[src/rtl/y86_pkg.sv]
// Shared Y86-64 encodings for the pipeline control slice: instruction codes,
// register and status codes, the run-state encoding and the control bundle.
package y86_pkg;

    localparam logic [3:0] HALT   = 4'h0;
    localparam logic [3:0] NOP    = 4'h1;
    localparam logic [3:0] RRMOVQ = 4'h2;
    localparam logic [3:0] IRMOVQ = 4'h3;
    localparam logic [3:0] RMMOVQ = 4'h4;
    localparam logic [3:0] MRMOVQ = 4'h5;
    localparam logic [3:0] OPQ    = 4'h6;
    localparam logic [3:0] JXX    = 4'h7;
    localparam logic [3:0] CALL   = 4'h8;
    localparam logic [3:0] RET    = 4'h9;
    localparam logic [3:0] PUSHQ  = 4'hA;
    localparam logic [3:0] POPQ   = 4'hB;

    localparam logic [3:0] RNONE  = 4'hF;

    localparam logic [2:0] AOK = 3'd1;
    localparam logic [2:0] HLT = 3'd2;
    localparam logic [2:0] ADR = 3'd3;
    localparam logic [2:0] INS = 3'd4;

    typedef enum logic [1:0] {
        RS_RESET  = 2'd0,
        RS_RUN    = 2'd1,
        RS_PAUSED = 2'd2,
        RS_HALTED = 2'd3
    } run_state_e;

    typedef struct packed {
        logic f_stall;
        logic d_stall;
        logic e_stall;
        logic m_stall;
        logic w_stall;
        logic d_bubble;
        logic e_bubble;
        logic m_bubble;
        logic set_cc;
    } pipe_ctrl_t;

    // Any status that must stop architectural progress once it retires.
    function automatic logic is_exc(input logic [2:0] stat);
        return (stat == ADR) || (stat == INS) || (stat == HLT);
    endfunction

endpackage

[src/rtl/pipe_hazard_ctrl_sat_counter.sv]
// Saturating up-counter with synchronous clear; holds at all-ones.
module sat_counter #(
    parameter int CNT_W = 32
) (
    input  logic             clk,
    input  logic             clr,
    input  logic             inc,
    output logic [CNT_W-1:0] cnt
);

    logic [CNT_W-1:0] cnt_q;
    logic [CNT_W-1:0] cnt_d;

    always_comb begin
        cnt_d = cnt_q;
        if (inc && (cnt_q != {CNT_W{1'b1}})) begin
            cnt_d = cnt_q + 1'b1;
        end
    end

    always_ff @(posedge clk) begin
        if (clr) begin
            cnt_q <= '0;
        end else begin
            cnt_q <= cnt_d;
        end
    end

    assign cnt = cnt_q;

endmodule

[src/rtl/pipe_hazard_ctrl.sv]
// Y86-64 pipeline control: hazard detection, stall/bubble generation,
// run control (pause/step/halt) and saturating performance counters.
module pipe_hazard_ctrl
    import y86_pkg::*;
#(
    parameter int CNT_W = 32
) (
    input  logic             clk,
    input  logic             rst_n,
    input  logic             run_en,
    input  logic             step,
    input  logic [3:0]       D_icode,
    input  logic [3:0]       d_srcA,
    input  logic [3:0]       d_srcB,
    input  logic [3:0]       E_icode,
    input  logic [3:0]       E_dstM,
    input  logic             e_Cnd,
    input  logic [3:0]       M_icode,
    input  logic [2:0]       m_stat,
    input  logic [2:0]       W_stat,
    output logic             F_stall,
    output logic             D_stall,
    output logic             E_stall,
    output logic             M_stall,
    output logic             W_stall,
    output logic             D_bubble,
    output logic             E_bubble,
    output logic             M_bubble,
    output logic             set_cc,
    output logic [1:0]       run_state,
    output logic             halted,
    output logic [2:0]       final_stat,
    output logic [CNT_W-1:0] cyc_cnt,
    output logic [CNT_W-1:0] stall_cnt,
    output logic [CNT_W-1:0] mispred_cnt,
    output logic [CNT_W-1:0] ret_cnt
);

    run_state_e state_q, state_d;
    logic [2:0] final_stat_q, final_stat_d;
    logic       halted_q;

    logic       lu, rt, mp, exm, exw;
    logic       active;
    pipe_ctrl_t raw_ctrl, ctrl;

    assign lu  = ((E_icode == MRMOVQ) || (E_icode == POPQ)) && (E_dstM != RNONE) &&
                 ((E_dstM == d_srcA) || (E_dstM == d_srcB));
    assign rt  = (D_icode == RET) || (E_icode == RET) || (M_icode == RET);
    assign mp  = (E_icode == JXX) && !e_Cnd;
    assign exm = is_exc(m_stat);
    assign exw = is_exc(W_stat);

    // A load/use hazard takes priority over ret: D must hold, so it cannot also bubble.
    always_comb begin
        raw_ctrl          = '0;
        raw_ctrl.f_stall  = lu | rt;
        raw_ctrl.d_stall  = lu;
        raw_ctrl.d_bubble = mp | (rt & ~lu);
        raw_ctrl.e_bubble = mp | lu;
        raw_ctrl.m_bubble = exm | exw;
        raw_ctrl.w_stall  = exw;
        raw_ctrl.set_cc   = (E_icode == OPQ) & ~exm & ~exw;
    end

    // Cycles in which the pipe actually advances under hazard control.
    assign active = (state_q == RS_RUN) || ((state_q == RS_PAUSED) && step);

    always_comb begin
        ctrl = '0;
        case (state_q)
            RS_RESET: begin
                ctrl.d_bubble = 1'b1;
                ctrl.e_bubble = 1'b1;
                ctrl.m_bubble = 1'b1;
            end
            RS_RUN: ctrl = raw_ctrl;
            default: begin
                if (active) begin
                    ctrl = raw_ctrl;
                end else begin
                    ctrl.f_stall = 1'b1;
                    ctrl.d_stall = 1'b1;
                    ctrl.e_stall = 1'b1;
                    ctrl.m_stall = 1'b1;
                    ctrl.w_stall = 1'b1;
                end
            end
        endcase
    end

    always_comb begin
        state_d      = state_q;
        final_stat_d = final_stat_q;
        case (state_q)
            RS_RESET: state_d = run_en ? RS_RUN : RS_PAUSED;
            RS_RUN: begin
                if (exw) begin
                    state_d = RS_HALTED;
                end else if (!run_en) begin
                    state_d = RS_PAUSED;
                end
            end
            RS_PAUSED: begin
                if (step && exw) begin
                    state_d = RS_HALTED;
                end else if (run_en) begin
                    state_d = RS_RUN;
                end
            end
            default: state_d = RS_HALTED;
        endcase
        if ((state_d == RS_HALTED) && (state_q != RS_HALTED)) begin
            final_stat_d = W_stat;
        end
    end

    always_ff @(posedge clk) begin
        if (!rst_n) begin
            state_q      <= RS_RESET;
            final_stat_q <= '0;
            halted_q     <= 1'b0;
        end else begin
            state_q      <= state_d;
            final_stat_q <= final_stat_d;
            halted_q     <= (state_d == RS_HALTED);
        end
    end

    sat_counter #(.CNT_W(CNT_W)) u_cyc_cnt (
        .clk (clk),
        .clr (!rst_n),
        .inc (active),
        .cnt (cyc_cnt)
    );

    sat_counter #(.CNT_W(CNT_W)) u_stall_cnt (
        .clk (clk),
        .clr (!rst_n),
        .inc (active & lu),
        .cnt (stall_cnt)
    );

    sat_counter #(.CNT_W(CNT_W)) u_mispred_cnt (
        .clk (clk),
        .clr (!rst_n),
        .inc (active & mp),
        .cnt (mispred_cnt)
    );

    sat_counter #(.CNT_W(CNT_W)) u_ret_cnt (
        .clk (clk),
        .clr (!rst_n),
        .inc (active & rt & ~lu),
        .cnt (ret_cnt)
    );

    assign F_stall    = ctrl.f_stall;
    assign D_stall    = ctrl.d_stall;
    assign E_stall    = ctrl.e_stall;
    assign M_stall    = ctrl.m_stall;
    assign W_stall    = ctrl.w_stall;
    assign D_bubble   = ctrl.d_bubble;
    assign E_bubble   = ctrl.e_bubble;
    assign M_bubble   = ctrl.m_bubble;
    assign set_cc     = ctrl.set_cc;
    assign run_state  = state_q;
    assign halted     = halted_q;
    assign final_stat = final_stat_q;

endmodule

[config.mk]
export PLATFORM = sky130hd
export DESIGN_NAME = pipe_hazard_ctrl
export DESIGN_NICKNAME = d
export VERILOG_FILES = /design/src/rtl/y86_pkg.sv /design/src/rtl/pipe_hazard_ctrl_sat_counter.sv /design/src/rtl/pipe_hazard_ctrl.sv
export SDC_FILE = /design/constraint.sdc
export NUM_CORES = 1
export LEC_CHECK = 0
export BUFFER_PORTS_ARGS = -buffer_cell sky130_fd_sc_hd__buf_2
export CORE_MARGIN = 2
export CORE_UTILIZATION = 35
export CTS_CLUSTER_DIAMETER = 150
export DETAILED_ROUTE_END_ITERATION = 8
export PLACE_DENSITY_LB_ADDON = 0.2
export RECOVER_POWER = 50
export SLEW_MARGIN = 20
export SYNTH_ARGS = -nofsm -noshare
export SYNTH_HDL_FRONTEND = slang
export SYNTH_HIERARCHICAL = 1
export SYNTH_SLANG_ARGS = --single-unit
[constraint.sdc]
create_clock -name clk -period 4.5 [get_ports clk]
set_input_delay 0.45 -clock clk [delete_from_list [all_inputs] [get_ports clk]]
set_output_delay 0.45 -clock clk [all_outputs]
set_load 0.03 [all_outputs]
==> impl_metrics.env, run 1 <==
export IMPL_status="complete, no violations"
export IMPL_p_per_area_nw_per_um2=328
export IMPL_hp_class="input pin to flop"
export IMPL_synth_seq_cells=134
export IMPL_gr_usage_met3_pct=5.80
export IMPL_routed_wl_um=21400
export IMPL_core_area_um2=20300
export IMPL_antenna_found_initial=2
export IMPL_h_tree_depth=4
export IMPL_rows=52
export IMPL_max_freq_mhz=290
export IMPL_num_nets_final=1068
export IMPL_critPathArrivalTime_ns=3.75
export IMPL_syn_num_nets=908
export IMPL_detail_route_iter0_violations=411
export IMPL_hold_violations=0
export IMPL_layout_common_cells="clkbuf_1, dfxtp_1, a21oi_1"
export IMPL_synth_edf_count=0
export IMPL_cts_setup_buffers=0
export IMPL_cts_made_buffers=17
export IMPL_dp_hpwl_um=15300
export IMPL_maxCapViolCount=0
export IMPL_viasPerCell=5.58
export IMPL_setup_tns_ns=0
export IMPL_cp_slowest_cell="nor4_2"
export IMPL_cts_hold_buf=0
export IMPL_ir_worst_vdd_mv=0.243
export IMPL_clock_latency_ns=0.42
export IMPL_tightest_slew_ns=0.900
export IMPL_area_growth_pct=22.3
export IMPL_port_buffers=177
export IMPL_syn_area_um2=7260
export IMPL_start_util_pct=35.8
export IMPL_slew_limit_headroom_pct=40.0
export IMPL_synth_area_leaders="dfxtp_1, a21oi_1, o31ai_1"
export IMPL_max_stage_delay_ns=0.67
export IMPL_fin_skew_ns=0.0109
export IMPL_grt_pass1_vias=6389
export IMPL_die_h_um=148
export IMPL_placed_cell_area_um2=8390
export IMPL_synth_ff_type="dfxtp_1"
export IMPL_cts_sinks=134
export IMPL_grt_use_met2_pct=29.3
export IMPL_overflow=0
export IMPL_final_min_clock_period_ns=3.45
export IMPL_drc_errors=0
export IMPL_crit_chain="buf_2 > xor2_1 > nor4_1 > o21ai_1 > nor2_1 > nand4_1 > nor4_2 > nand4_1 > nor4_1 > mux2_2"
export IMPL_fin_total_pwr_w=0.00291
export IMPL_final_area_um2=8880
export IMPL_avgSynthCellArea_um2=8.36
export IMPL_setup_worst_path_start_class="input pin"
export IMPL_synth_top_area_share_pct=36.9
export IMPL_setup_violations=0
export IMPL_p_leak_nw=2.70
export IMPL_cts_root_buffer="clkbuf_16"
export IMPL_worstRegToRegCells=8
export IMPL_wl_per_cell_um=16.3
export IMPL_gr_usage_met1_pct=25.8
export IMPL_gp_congestion=0.783
export IMPL_critPathRequiredTime_ns=4.81
export IMPL_ioPinCount=178
export IMPL_grt_busiest_layer="met2"
export IMPL_grt_max_degree=88
export IMPL_grt_pass1_wl_um=33900
export IMPL_die_area_um2=21900
export IMPL_synthCells=869
export IMPL_clk_pin_slew_ns=0.06
export IMPL_vias=7330
export IMPL_fp_dieW_um=148
export IMPL_rsz0062_at_grt="false"
export IMPL_async_reset_ff_share_pct=0
export IMPL_pre_cts_ws_ns=0.589
export IMPL_synth_top_area_cell="dfxtp_1"
export IMPL_dr_pass1_iters=5
export IMPL_cp_end_kind="flop"
export IMPL_path_max_fanout=10
export IMPL_antenna_left=0
export IMPL_min_path_cells=2
export IMPL_cts_tree="done"
export IMPL_critPathKind="input pin to flop"
export IMPL_ys_types=54
export IMPL_yosys_warnings=6
export IMPL_finalMaxSlewViolations=0
export IMPL_yosysSeqAreaShare_pct=36.9
export IMPL_gr_usage_all_layers_pct=19.1
export IMPL_finalCritPeriodShare_pct=76.6
export IMPL_final_setup_worst_slack_ns=1.05
export IMPL_drive_gt1_share_pct=11.6
export IMPL_final_common_cell="clkbuf_1"
export IMPL_cts_resized=0
export IMPL_cts_path_max_buffers=2
[state kept, by name (all words and copies together) (netlist names)]
| signal | flops |
|---|---|
| u_stall_cnt/cnt | 32 |
| halted | 1 |
| run_state | 2 |
| u_ret_cnt/cnt | 32 |
| final_stat | 3 |
| u_cyc_cnt/cnt | 32 |
| u_mispred_cnt/cnt | 32 |
[worst max-delay path: cells and delay by family]
| family | cells | cell delay, ns |
|---|---|---|
| AOI/OAI and AO/OA | 1 | 0.24 |
| xor gates and xnor gates | 1 | 0.15 |
| buffers and inverters | 1 | 0.12 |
| muxes | 1 | 0.37 |
| and+or+nand+nor | 6 | 2.42 |
[per-stage QoR]
step	hold WS, ns	util, %	instances
2_1_floorplan	0.542	-	869
3_3_place_gp	0.480	41.3	1280
3_5_place_dp	0.478	41.3	1280
4_1_cts	0.192	44.6	1311
5_1_grt	0.209	43.7	1312
6_report	0.214	43.7	1313
[worst paths after layout]
| path | start | end | slack [ns] |
|---|---|---|---|
| max | E_dstM[3] | u_stall_cnt/cnt[31]$_SDFFE_PP0P_ | 1.05 |
| min reg2reg | final_stat[2]$_SDFFE_PN0P_ | final_stat[2]$_SDFFE_PN0P_ | 0.49 |
| max reg2reg | run_state[1]$_SDFF_PN0_ | u_mispred_cnt/cnt[31]$_SDFFE_PP0P_ | 1.18 |
| min | run_en | run_state[1]$_SDFF_PN0_ | 0.21 |
[logic make-up (layout without fill, tap and decap cells)]
kind of cell               Yosys count  after routing  synth area share (%)
buffers and inverters               58            230                  3.26
adders and majority gates            4              4                 0.689
xor gates and xnor gates            37             37                  4.46
AOI/OAI and AO/OA                  214            214                  19.0
and+or+nand+nor                    407            407                  33.3
DFF                                134            134                  36.9
muxes                               15             15                  2.26
other                                0              2                     0
[synth_stat cells (8+ instances only)]
library cell  instances
nor3_1               10
nor4_1               19
inv_1                12
clkbuf_1             32
nor2b_1               9
xnor2_1              25
and4_1               16
or3_1                41
a21oi_1              94
buf_2                12
nand3_1              52
xor2_1               12
nor2_1               62
dfxtp_1             134
o31ai_1              48
o21ai_0              34
nand4_1              41
nand2_1              45
and3_1               13
nor3b_1              10
a2111oi_0             8
or4_1                48
[cell type report]
cell class / instances / area, µm²
fillers: 2143 / 11400
multi-input cells: 677 / 4360
flip-flops and latches: 134 / 2680
repair buffers: 186 / 785
clock buffers: 20 / 457
well taps: 270 / 338
clock inverters: 11 / 196
inverters: 13 / 51.3
diodes: 2 / 5.00
[metal layers]
| metal | share of wire [%] | vias to the layer above | routed length (µm) |
|---|---|---|---|
| met5 | 0 | - | 0 |
| met4 | 1.9 | 0 | 414 |
| met3 | 6.6 | 21 | 1410 |
| met2 | 44 | 169 | 9470 |
| met1 | 47 | 3456 | 10100 |
| li1 | - | 3684 | - |
[where the power goes]
part	internal [W]	switching, W
Combinational	0.0000464	0.0000996
Sequential	0.00119	0.00000841
Clock	0.00101	0.000547
Total	0.00225	0.000655
(Power assumes the default switching activity.)
==> inputs of run 2 (changes only) <==
Settings changed: ABC_AREA set to 1.
Clock period 4.5 ns to 3 ns, I/O delays scaled along.
==> run 2 against run 1 <==
- worst hold slack got worse by 0.062 ns
- clock skew increased by 0.0027 ns
- wire length rose by 21%
- area after synthesis rose by 24%
- die area up 23%
- final area rose by 17%
- first-iteration DRC count increased by 20%
- highest routed layer unchanged
==> impl_metrics.env, run 2 <==
export IMPL_cts_tree="done"
export IMPL_syn_area_um2=8980
export IMPL_syn_num_nets=1480
export IMPL_clock_latency_ns=0.42
export IMPL_finalCritPeriodShare_pct=83.9
export IMPL_dr_pass1_iters=5
export IMPL_cts_setup_buffers=0
export IMPL_cts_made_buffers=17
export IMPL_cts_path_max_buffers=2
export IMPL_slew_limit_headroom_pct=53.4
export IMPL_critPathArrivalTime_ns=2.83
export IMPL_start_util_pct=35.7
export IMPL_p_leak_nw=4.53
export IMPL_final_min_clock_period_ns=2.52
export IMPL_ys_top_cells_by_count="nand2_1, nor2_1, inv_1"
export IMPL_critPathRequiredTime_ns=3.32
export IMPL_final_common_cell="nand2_1"
export IMPL_tightest_slew_ns=0.696
export IMPL_utilization_pct=41.4
export IMPL_status="complete, no violations"
export IMPL_die_area_um2=26900
export IMPL_synth_ff_type="dfxtp_1"
export IMPL_cts_sinks=134
export IMPL_synth_edf_count=0
export IMPL_cts_hold_buf=0
export IMPL_synthCells=1441
export IMPL_setup_violations=0
export IMPL_port_buffers=177
export IMPL_avgSynthCellArea_um2=6.23
export IMPL_yosysSeqAreaShare_pct=29.9
export IMPL_rows=58
export IMPL_synth_top_area_cell="dfxtp_1"
export IMPL_synth_seq_cells=134
export IMPL_fin_skew_ns=0.0136
export IMPL_num_nets_final=1650
export IMPL_max_freq_mhz=397
export IMPL_dp_hpwl_um=19200
export IMPL_final_cells=1952
export IMPL_synth_top_area_share_pct=29.9
export IMPL_gr_usage_all_layers_pct=19.5
export IMPL_drive_gt1_share_pct=14.1
export IMPL_vias=9431
export IMPL_gp_congestion=0.839
export IMPL_yosysMostFrequentCell="nand2_1"
export IMPL_max_stage_delay_ns=0.44
export IMPL_rsz0062_at_grt="false"
export IMPL_maxCapViolCount=0
export IMPL_final_area_um2=10400
export IMPL_antenna_found_initial=0
export IMPL_clk_pin_slew_ns=0.07
export IMPL_drc_errors=0
export IMPL_ys_types=31
export IMPL_yosys_warnings=6
export IMPL_core_area_um2=25200
export IMPL_crit_chain="nand2_1 > nor2_4 > inv_1 > nand2_1 > inv_1 > nor2_1 > buf_4 > inv_2 > nor2_1 > nand2_1 > inv_2 > nand2_1 > nor2_1 > nand3_1 > nand2_1 > nor2_1"
export IMPL_setup_tns_ns=0
export IMPL_path_max_fanout=14
export IMPL_cp_slowest_cell="dfxtp_1"
export IMPL_crit_top_cell="nand2_1"
export IMPL_synth_area_leaders="dfxtp_1, nand2_1, nor2_1"
export IMPL_wl_per_cell_um=13.2
export IMPL_grt_max_degree=42
export IMPL_setup_worst_path_start_class="flop"
export IMPL_grt_pass1_wl_um=42600
export IMPL_ir_worst_vdd_mv=0.241
export IMPL_hp_class="input pin to flop"
export IMPL_cp_end_kind="flop"
export IMPL_p_per_area_nw_per_um2=401
export IMPL_detail_route_iter0_violations=492
export IMPL_critPathKind="flop to flop"
export IMPL_viasPerCell=4.83
export IMPL_antenna_cells=0
export IMPL_fin_total_pwr_w=0.00418
export IMPL_fp_dieW_um=164
export IMPL_cts_resized=0
export IMPL_area_growth_pct=16.1
export IMPL_routed_wl_um=25800
export IMPL_die_h_um=164
export IMPL_async_reset_ff_share_pct=0
export IMPL_grt_pass1_vias=8621
export IMPL_finalMaxSlewViolations=0
export IMPL_h_tree_depth=4
export IMPL_layout_common_cells="nand2_1, nor2_1, inv_1"
export IMPL_hold_violations=0
export IMPL_placed_cell_area_um2=10000
export IMPL_nFillCells=2761
export IMPL_cts_root_buffer="clkbuf_16"
export IMPL_placedCellCount=1922
export IMPL_overflow=0
export IMPL_ioPinCount=178
export IMPL_antenna_left=0
==> run 2: changes by cell type in the layout (fill, tap and decap cells not counted), sizes merged, moves of 25 or more <==
cell / delta
inv: +145
nand2: +395
nand3: +78
nor2: +278
o21ai: -33
o31ai: -48
or3: -45
or4: -48
xnor2: -25
==> run 2: path summary, 6_finish.rpt <==
| path | start | to | slack, ns | cells after the start |
|---|---|---|---|---|
| min | rst_n | final_stat[1]$_SDFFE_PN0P_ | 0.15 | 3 |
| max | run_state[1]$_SDFF_PN0_ | u_stall_cnt/cnt[25]$_SDFFE_PP0P_ | 0.48 | 16 |
| min reg2reg | u_stall_cnt/cnt[1]$_SDFFE_PP0P_ | u_stall_cnt/cnt[1]$_SDFFE_PP0P_ | 0.50 | 2 |
| max reg2reg | run_state[1]$_SDFF_PN0_ | u_stall_cnt/cnt[25]$_SDFFE_PP0P_ | 0.48 | 16 |
==> run 2: critical path, delay by kind of cell, from the launching register on <==
kind / cells / cell delay, ns
buffers and inverters: 5 / 0.59
DFF: 1 / 0.44
and+or+nand+nor: 11 / 1.38
==> run 2: power by group <==
| part | switching [W] | internal, W | total [W] |
|---|---|---|---|
| Combinational | 0.000209 | 0.0000856 | 0.000295 |
| Sequential | 0.0000122 | 0.00179 | 0.00180 |
| Clock | 0.000862 | 0.00122 | 0.00208 |
| Total | 0.00108 | 0.00309 | 0.00418 |
==> run 2: final cells by class <==
cell class | instances | area, µm² | share of cell area, %
Clock inverter | 12 | 133 | 1.27
Timing Repair Buffer | 184 | 773 | 7.42
Clock buffer | 18 | 429 | 4.12
Tap cell | 330 | 413 | 3.96
Multi-Input combinational cell | 1110 | 5380 | 51.6
Sequential cell | 134 | 2680 | 25.7
Inverter | 164 | 616 | 5.91
==> run 2: metrics by stage <==
step,hold WS (ns),setup WS (ns)
global placement,0.489,0.518
global route,0.153,0.134
floorplan,0.416,0.738
CTS,0.132,0.497
detailed placement,0.497,0.428
finish,0.152,0.482
==> run 2: logic make-up after synthesis <==
family | count (synthesis) | synth area share (%)
buf+inv | 197 | 10.1
compound gates | 103 | 6.27
simple gates | 1002 | 53.1
flops | 134 | 29.9
xor+xnor | 1 | 0.0976
fa+ha+maj | 4 | 0.558
==> run 2: metal layers <==
metal  track usage, %  part of all wire (%)  wire length [µm]
met4             4.98                   1.0               259
met1             26.1                    48             12400
met5                0                     0                 0
met2             32.1                    45             11600
met3             3.66                   5.8              1500
==> inputs of run 3 (changes only) <==
Clock period 3 ns to 2.25 ns, I/O delays scaled along.
==> run 3 against run 2 <==
- global-route usage increased by 0.20 points
- sequential share of layout area shrank 0.86 points
- utilization rose by 1.5 points
- via count up 1.2%
- clock skew is essentially flat
- wire length up 2.2%
- critical path type is now flop to output pin
==> impl_metrics.env, run 3 (synthesized netlist as in run 2, its figures left out) <==
export IMPL_status="complete, no violations"
export IMPL_max_freq_mhz=474
export IMPL_grt_max_degree=42
export IMPL_p_seq_share_pct=41.9
export IMPL_placed_cell_area_um2=10200
export IMPL_cts_made_buffers=17
export IMPL_rsz0062_at_grt="true"
export IMPL_rows=58
export IMPL_combPwrFrac_pct=7.1
export IMPL_critPathKind="flop to output pin"
export IMPL_p_leak_nw=5.20
export IMPL_ioPinCount=178
export IMPL_setup_worst_path_start_class="flop"
export IMPL_cts_hold_buf=0
export IMPL_clk_pin_slew_ns=0.06
export IMPL_critPathRequiredTime_ns=2.03
export IMPL_internal_power_w=0.00429
export IMPL_wl_per_cell_um=13.4
export IMPL_cts_path_max_buffers=2
export IMPL_cts_sinks=134
export IMPL_pre_cts_ws_ns=0.0532
export IMPL_path_max_fanout=15
export IMPL_cts_root_buffer="clkbuf_16"
export IMPL_hp_class="input pin to flop"
export IMPL_area_sequential_um2=2690
export IMPL_finalCritPeriodShare_pct=93.8
export IMPL_antenna_left=0
export IMPL_start_util_pct=35.7
export IMPL_port_buffers=177
export IMPL_final_area_um2=10800
export IMPL_slew_limit_headroom_pct=62.9
export IMPL_multi_input_area_um2=5400
export IMPL_antenna_cells=0
export IMPL_h_tree_depth=4
export IMPL_maxCapViolCount=0
export IMPL_critPathArrivalTime_ns=1.89
export IMPL_detail_route_iter0_violations=541
export IMPL_core_area_um2=25200
export IMPL_routed_wl_um=26400
export IMPL_die_h_um=164
export IMPL_overflow=0
export IMPL_clock_latency_ns=0.42
export IMPL_gr_usage_all_layers_pct=19.7
export IMPL_final_common_cell="nand2_1"
export IMPL_dr_pass1_iters=5
export IMPL_layout_common_cells="nand2_1, nor2_1, buf_2"
export IMPL_nFillCells=2698
export IMPL_p_sw_share_pct=25.1
export IMPL_setup_violations=0
export IMPL_cts_tree="done"
export IMPL_gp_congestion=0.829
export IMPL_grt_pass1_wl_um=42600
export IMPL_p_per_area_nw_per_um2=531
export IMPL_hold_violations=0
export IMPL_dp_hpwl_um=19900
export IMPL_final_min_clock_period_ns=2.11
export IMPL_drive_gt1_share_pct=22.9
export IMPL_fin_skew_ns=0.0135
export IMPL_crit_start="run_state[1]$_SDFF_PN0_"
export IMPL_die_area_um2=26900
export IMPL_setup_tns_ns=0
export IMPL_antenna_found_initial=0
export IMPL_viasPerCell=4.83
export IMPL_placedCellCount=1943
export IMPL_drc_errors=0
export IMPL_fp_dieW_um=164
export IMPL_ir_worst_vdd_mv=0.398
export IMPL_worstHoldStart="rst_n"
export IMPL_final_setup_worst_slack_ns=0.140
export IMPL_p_sw_w=0.00144
export IMPL_finalMaxSlewViolations=0
export IMPL_vias=9543
export IMPL_area_growth_pct=20.3
export IMPL_clkPwrFrac_pct=50.9
export IMPL_cp_end_kind="output pin"
export IMPL_final_cells=1975
export IMPL_tightest_slew_ns=0.554
export IMPL_r2r_start="run_state[1]$_SDFF_PN0_"
export IMPL_grt_pass1_vias=8643
export IMPL_num_nets_final=1671
export IMPL_hold_ws_ns=0.0761
run 3: repair_timing:
action / in CTS / in global routing
setup buffers: 0 / 0
setup endpoints to repair: 1 / 10
resized for setup: 1 / 5
gates cloned: 0 / 0
run 3: layout make-up:
| class | instances | area share (%) |
|---|---|---|
| well taps | 330 | 3.82 |
| multi-input cells | 1110 | 50.0 |
| inverters | 164 | 5.70 |
| clock inverters | 11 | 1.38 |
| clock buffers | 21 | 4.17 |
| flip-flops and latches | 134 | 24.9 |
| repair buffers | 205 | 10.0 |
run 3: final timing paths:
check / to / slack, ns / cells after the start
worst min register to register: u_stall_cnt/cnt[1]$_SDFFE_PP0P_ / 0.51 / 2
worst max register to register: u_stall_cnt/cnt[17]$_SDFFE_PP0P_ / 0.18 / 16
worst max-delay path: set_cc / 0.14 / 8
worst min-delay path: final_stat[0]$_SDFFE_PN0P_ / 0.08 / 3
run 3: critical path, stage by stage, from the launching register on:
cell     delay [ns]
dfxtp_4        0.38
nand2_2        0.08
nor2_4         0.11
inv_1          0.05
nand2_1        0.08
buf_6          0.18
nand3_1        0.16
nor2_2         0.19
buf_2          0.22
run 3: per-layer routing:
| layer | track usage, % | vias to the layer above | routed length [µm] |
|---|---|---|---|
| li1 | - | 4985 | - |
| met1 | 25.0 | 4329 | 12200 |
| met2 | 34.1 | 207 | 12300 |
| met3 | 3.74 | 22 | 1490 |
| met4 | 5.10 | 0 | 326 |
| met5 | 0 | - | 0 |
run 3: power groups by stage:
| stage | Sequential, W | Combinational, W | Clock, W |
|---|---|---|---|
| after detailed placement | 0.00246 | 0.000417 | 0 |
| after floorplan | 0.00249 | 0.000239 | 0 |
| after CTS | 0.00240 | 0.000418 | 0.00299 |
| after global placement | 0.00246 | 0.000412 | 0 |
| final | 0.00240 | 0.000408 | 0.00292 |
| after global routing | 0.00241 | 0.000455 | 0.00310 |
run 3: stage by stage:
stage,utilization [%],power [W]
after floorplan,-,0.00273
after global routing,42.9,0.00596
after CTS,42.9,0.00582
after detailed placement,40.5,0.00287
after global placement,40.5,0.00287
final,42.9,0.00573
